### config.mk
export PLATFORM = sky130hd
export DESIGN_NAME = kid_motion_ctrl
export DESIGN_NICKNAME = d
export VERILOG_FILES = /design/src/rtl/kid_motion_ctrl.sv
export SDC_FILE = /design/constraint.sdc
export NUM_CORES = 1
export LEC_CHECK = 0
export ABC_AREA = 1
export CORE_MARGIN = 2
export CORE_UTILIZATION = 45
export CTS_BUF_LIST = sky130_fd_sc_hd__clkbuf_4 sky130_fd_sc_hd__clkbuf_8 sky130_fd_sc_hd__clkbuf_16
export CTS_CLUSTER_DIAMETER = 60
export DETAILED_ROUTE_END_ITERATION = 8
export PLACE_DENSITY = 0.7
export SKIP_CTS_REPAIR_TIMING = 1
export SKIP_LAST_GASP = 1
export SYNTH_ARGS = -nofsm -noshare
export SYNTH_HDL_FRONTEND = slang
export SYNTH_SLANG_ARGS = --single-unit
### constraint.sdc
create_clock -name clk -period 4.2 [get_ports clk]
set_input_delay 0.42 -clock clk [delete_from_list [all_inputs] [get_ports clk]]
set_output_delay 0.42 -clock clk [all_outputs]
set_load 0.1 [all_outputs]
### src/rtl/kid_motion_ctrl.sv
// kid_motion_ctrl: per-frame kid sprite motion sequencer; define HOLD_JUMP_EN for variable jump height
module kid_motion_ctrl #(
  parameter int KID_W    = 21,
  parameter int KID_H    = 21,
  parameter int START_X  = 200,
  parameter int START_Y  = 500,
  parameter int WALK_SPD = 3,
  parameter int JUMP_V   = 8,
  parameter int DJUMP_V  = 7,
  parameter int VMAX     = 9,
  parameter int SETTLE   = 2
) (
  input  logic       clk,
  input  logic       rst_n,
  input  logic       frame_tick,
  input  logic       key_left,
  input  logic       key_right,
  input  logic       key_jump,
  input  logic [3:0] is_collide,
  output logic [9:0] kid_t,
  output logic [9:0] kid_b,
  output logic [9:0] kid_l,
  output logic [9:0] kid_r,
  output logic       on_ground,
  output logic       busy,
  output logic       frame_done,
  output logic       overrun
);
  typedef enum logic [2:0] {IDLE, CALC, HWAIT, HSTEP, VWAIT, VSTEP, DONE} state_t;
  localparam logic signed [5:0] VY_MAX  = 6'(VMAX);
  localparam logic signed [5:0] VY_JMP  = -6'(JUMP_V);
  localparam logic signed [5:0] VY_DJMP = -6'(DJUMP_V);
  state_t state, next;
  logic signed [5:0] vy, vy_base, vy_calc;
  logic [5:0] vcnt, vcnt_calc;
  logic [3:0] hcnt, wcnt;
  logic [9:0] hstep_d, vstep_d;
  logic hleft, djump_avail, jump_pend, jump_q, settled, h_block, v_block;
`ifdef HOLD_JUMP_EN
  logic rel_pend;
  // a jump-key release while rising halves the upward speed at the next CALC
  always_ff @(posedge clk or negedge rst_n)
    if (!rst_n) rel_pend <= 1'b0;
    else rel_pend <= (!key_jump && jump_q && vy < 0) || (rel_pend && state != CALC);
`endif
  // state register
  always_ff @(posedge clk or negedge rst_n)
    if (!rst_n) state <= IDLE;
    else state <= next;
  // next state: each wait state lasts SETTLE cycles so the detector sees the moved box
  always_comb begin
    settled = (int'(wcnt) + 1 >= SETTLE);
    next = state;
    case (state)
      IDLE:    next = frame_tick ? CALC : IDLE;
      CALC:    next = HWAIT;
      HWAIT:   next = (hcnt == '0) ? VWAIT : settled ? HSTEP : HWAIT;
      HSTEP:   next = HWAIT;
      VWAIT:   next = (vcnt == '0) ? DONE : settled ? VSTEP : VWAIT;
      VSTEP:   next = VWAIT;
      DONE:    next = settled ? IDLE : DONE;
      default: next = IDLE;
    endcase
  end
  // status outputs
  always_comb begin
    busy = state != IDLE;
    overrun = frame_tick && busy;
  end
  // velocity update, step directions and blocking conditions
  always_comb begin
    vy_base = vy;
`ifdef HOLD_JUMP_EN
    if (rel_pend && vy < 0) vy_base = vy >>> 1;
`endif
    vy_calc = (jump_pend && on_ground) ? VY_JMP :
              (jump_pend && djump_avail) ? VY_DJMP :
              (vy_base >= VY_MAX) ? VY_MAX : vy_base + 6'sd1;
    vcnt_calc = vy_calc[5] ? 6'(-vy_calc) : 6'(vy_calc);
    h_block = hleft ? (is_collide[2] || kid_l == '0) : (is_collide[3] || kid_r == '1);
    v_block = vy[5] ? (is_collide[0] || kid_t == '0) : (is_collide[1] || kid_b == '1);
    hstep_d = hleft ? '1 : 10'd1;
    vstep_d = vy[5] ? '1 : 10'd1;
  end
  // frame datapath: jump latch, velocity, step counters and the kid box
  always_ff @(posedge clk or negedge rst_n) begin
    if (!rst_n) begin
      kid_l <= 10'(START_X);
      kid_t <= 10'(START_Y);
      kid_r <= 10'(START_X + KID_W - 1);
      kid_b <= 10'(START_Y + KID_H - 1);
      vy <= '0;
      vcnt <= '0;
      hcnt <= '0;
      wcnt <= '0;
      hleft <= 1'b0;
      on_ground <= 1'b0;
      djump_avail <= 1'b1;
      jump_pend <= 1'b0;
      jump_q <= 1'b0;
      frame_done <= 1'b0;
    end else begin
      jump_q <= key_jump;
      jump_pend <= (key_jump && !jump_q) || (jump_pend && state != CALC);
      wcnt <= (next != state) ? '0 : wcnt + 1'b1;
      frame_done <= state == DONE && settled;
      case (state)
        CALC: begin
          vy <= vy_calc;
          vcnt <= vcnt_calc;
          djump_avail <= (jump_pend && on_ground) || (djump_avail && !jump_pend);
          hleft <= key_left && !key_right;
          hcnt <= (key_left != key_right) ? 4'(WALK_SPD) : '0;
        end
        HSTEP:
          if (h_block) hcnt <= '0;
          else begin
            kid_l <= kid_l + hstep_d;
            kid_r <= kid_r + hstep_d;
            hcnt <= hcnt - 1'b1;
          end
        VSTEP:
          if (v_block) begin
            vy <= '0;
            vcnt <= '0;
          end else begin
            kid_t <= kid_t + vstep_d;
            kid_b <= kid_b + vstep_d;
            vcnt <= vcnt - 1'b1;
          end
        DONE:
          if (settled) begin
            on_ground <= is_collide[1];
            if (is_collide[1]) begin
              djump_avail <= 1'b1;
              if (vy > 0) vy <= '0;
            end
          end
        default: ;
      endcase
    end
  end
endmodule

-- Word-level counts from Yosys, hierarchy flattened
Cells that the tools add are included.
- register bits after elaboration: 69
- output and inout bits: 44
- word-level logic and storage cells: 107
- input port bits: 10
- multiplexer cells: 29
- reductions and logical operators: 33
- add/subtract/negate cells: 10
- equal/unequal tests: 15
- bitwise operators: 2
- order comparisons: 3
- operators with widths (operator ; number):
    $mux 6 ; 9
    $add 10x10->10 ; 4
    $eq 10x10->1 const B ; 2
    $logic_not 10->1 ; 2
    $mux 10 ; 2
    $pmux 3 s6 ; 1
    $pmux 6 s3 ; 1
    $pmux 6 s2 ; 1
    $eq 3x3->1 const B ; 3
    $logic_and 1x1->1 ; 8
    $mux 4 ; 2
    $pmux 4 s2 ; 1
    $mux 1 ; 7
    $add 6x2->6 const B ; 1
    $eq 3x2->1 const B ; 2
    $ge 6x5->1 const B ; 1
    $gt 6x1->1 const B ; 1
    $logic_not 6->1 ; 1
    $logic_or 1x1->1 ; 6
    $mux 3 ; 2
    $ne 2x2->1 const B ; 3
    $neg 6->6 ; 1
    $reduce_and 2->1 ; 3
    $reduce_bool 2->1 ; 3
    20 further kinds ; 25

-- Longest topological paths before layout
- word-level depth: 7
- gate-level depth with buffers: 14
- depth with buffers taken out: 14

-- Worst setup path after synthesis
No wires, ideal clock.
- path kind: register -> output
- start: register state[0]
- end: output overrun
- path slack: 1582 ps
- stages on the path, launching flop included: 4
- required time: 3780 ps
- data arrival time: 2198 ps
- path buffers: 0
- cell sequence: dfrtp_1 > inv_2 > nand3_1 > and2_1
- cells in the longest elaborated chain, start to end: 2
- RTL lines (item ; line ; RTL):
    start: declaration ; 33 ; state_t state, next;
    start signal: assignment ; 49 ; else state <= next;
    $reduce_bool 3->1 ; 67 ; busy = state != IDLE;
    via busy ; 25 ; output logic busy,
    $logic_and 1x1->1 ; 68 ; overrun = frame_tick && busy;
    end: declaration ; 27 ; output logic overrun
The timed path passes the listed nets, and every way through them passes these cells.

-- Worst setup path after layout
- start: register state[2]
- end: output overrun
- cells in the longest elaborated chain, start to end: 2
- RTL lines (item ; line):
    $reduce_bool 3->1 ; 67
    $logic_and 1x1->1 ; 68
No other way between the ends.

==> results.py <==
metrics = {
    "cts": {
        "cts_tree": "yes",
        "root_buffer": "clkbuf_16",
        "path_clk_slew_ns": 0.06,
        "clk_latency_ns": 0.34,
        "cts_sinks": 69,
        "tritoncts.num_buffers": 9,
        "cts_max_level": 3,
        "clockBufferDepth": 2,
    },
    "setup_path": {
        "worstPathCellList": "inv_2, nand3_1, and2_1, clkdlybuf4s50_1",
        "worstSetupStartpointType": "register",
        "crit_family": "buffers and inverters",
        "critPathKind": "register to primary output",
        "crit_path_max_incr_delay_ns": 1.12,
        "required_ns": 3.78,
        "critPathBufInv": 2,
        "crit_fanout": 6,
        "worst_path_max_delay_cell": "clkdlybuf4s50_1",
        "worstPathArrival_ns": 2.33,
        "cp-end-kind": "primary output",
    },
    "synthesis": {
        "yosysSeqAreaShare_pct": 33.4,
        "synth_area_um2": 5230,
        "synthAdderAreaFrac_pct": 11.8,
        "ys_ff_latch": 69,
        "muxShareOfSynthArea_pct": 0,
        "synth_top_area_cell": "dfrtp_1",
        "syn_inst": 712,
        "synth-simple-area-share_pct": 29.9,
        "synth_top_area_share_pct": 24.9,
        "yosysWarnings": 0,
        "synth_cell_types": 36,
        "yosys-top-cells-area": "dfrtp_1 (25%), nand2_1 (15%), ha_1 (10%)",
        "syn_area_per_cell_um2": 7.34,
        "synth_top_family_by_area": "simple AND/OR/NAND/NOR gates",
        "synth_compound_area_share_pct": 10.6,
        "syn-num-nets": 769,
        "synthXorXnorAreaFrac_pct": 6.53,
    },
    "detailed_routing": {
        "finalWirelength_um": 11900,
        "drc": 0,
        "num_vias": 4755,
        "dr.pass1.iters": 5,
        "drtIter0Drc": 248,
        "viasPerCell": 5.19,
        "avgRoutedWirePerCell_um": 13.0,
        "drtAntennaViolNets": 0,
    },
    "placed_design": {
        "place_hpwl_um": 8760,
        "port_buffers": 53,
        "gp_congestion": 0.897,
    },
    "floorplanning": {
        "die_w_um": 112,
        "die_height_um": 112,
        "die_area_um2": 12500,
        "core_area_um2": 11400,
        "num_rows": 39,
        "io_pins": 54,
        "initial_utilization_pct": 46.0,
    },
    "sta": {
        "skew_ns": 0.00700,
        "rsz0062_at_grt": "no",
        "worstMarginPinSlew_ns": 1.01,
        "final.min_clock_period_ns": 2.75,
        "max_freq_mhz": 364,
        "drv_slew": 0,
        "finalSetupViolCount": 0,
        "final_hold_viol_count": 0,
        "slew_headroom_pct": 32.2,
        "fin_crit_sh_pct": 65.4,
        "setup-tns-final_ns": 0,
    },
    "global_route": {
        "grt_max_degree": 46,
        "overflow": 0,
        "grt_pass1_vias": 4565,
        "grt_usage_pct": 19.8,
        "grt_antenna_before_repair": 0,
        "grt_pass1_wl_um": 20500,
    },
    "finish": {
        "areaGrowthSynthToFinish_pct": 18.5,
        "fin_nets": 825,
        "diodes": 0,
        "drive_gt1_share_pct": 7.50,
    },
    "run_status": {
        "status": "finished, final reports clean",
    },
    "hold_path": {
        "hp-class": "primary input to asynchronous set/reset pin",
    },
    "job": {
        "cap_violations": 0,
    },
}
[final timing paths]
check / from / endpoint / slack (ns) / cells after the start
max: state[2] / overrun / 1.45 / 4
min: rst_n / kid_b[5] / 0.25 / 1
max reg2reg: vy[5] / kid_b[8] / 1.56 / 7
min reg2reg: jump_q / jump_pend / 0.43 / 1
max in group asynchronous: rst_n / djump_avail / 2.96 / 2
min in group clk: jump_q / jump_pend / 0.43 / 1
[layer usage]
metal / track usage, % / part of all wire, % / routed length [um]
met2: 33.3 / 49 / 5800
met3: 4.19 / 4.5 / 537
met5: 0 / 0 / 0
met1: 25.1 / 45 / 5350
met4: 7.49 / 1.8 / 218
[stage by stage]
step                      setup WS, ns  std cells  hold WS, ns  utilization [%]  cell area (um^2)
after global routing              1.36        916        0.330             54.5              6190
final                             1.45        916        0.250             54.5              6190
after CTS                         1.44        916        0.282             54.5              6190
after detailed placement          1.62        900        0.422             51.7              5870
after floorplan                   1.58        712        0.124                -              5230
after global placement            1.64        900        0.407             51.7              5870
[sequential cells by signal, summed over array words and instances, names as in the netlist, 3 cells and up]
signal	count
hcnt	4
kid_l	10
vy	6
wcnt	4
state	3
kid_b	10
vcnt	6
kid_r	10
kid_t	10
[kinds of logic after synthesis]
| kind of cell | count (synthesis) |
|---|---|
| xor+xnor | 39 |
| flops | 69 |
| compound gates | 96 |
| fa+ha+maj | 47 |
| simple gates | 362 |
| buf+inv | 99 |
[cell usage after synthesis (all sizes together)]
master / number
nand4: 17
a31oi: 4
ha: 43
nor2: 64
dfstp: 17
clkbuf: 1
a21o: 3
inv: 90
dfrtp: 52
a21oi: 29
xnor2: 13
nand3: 58
nor3: 7
xor2: 26
or2: 1
a21boi: 1
nand3b: 4
fa: 4
o211ai: 1
nand2: 210
o21bai: 7
o21ai: 51
buf: 8
and2: 1
[cell usage in the layout (no fill, tap or decap), types with 2 or more instances in the layout]
master	count
inv_1	86
xnor2_1	13
nor2_1	62
nor3_4	2
nand3_1	57
clkbuf_16	9
fa_1	4
inv_2	4
a31oi_1	4
o21bai_1	7
dfstp_2	17
clkinv_2	3
a21o_1	3
xor2_1	26
nand3b_1	4
o21ai_1	14
nand2_1	206
o21ai_2	9
nand2_2	3
clkdlybuf4s50_1	52
a21oi_1	28
nand4_1	17
dfrtp_1	52
o21ai_0	28
bufinv_16	2
ha_1	43
nor3_1	5
[layout make-up]
type	count	area [um^2]
sequential	69	1750
timing repair buffer	54	533
tap	143	179
inverter	90	338
fill	1074	5170
clock inverter	5	75.1
clock buffer	11	246
multi-input combinational	544	3080
Power is not shown: default switching activity piles up to over one toggle a cycle in this logic, so the estimate is an artifact.
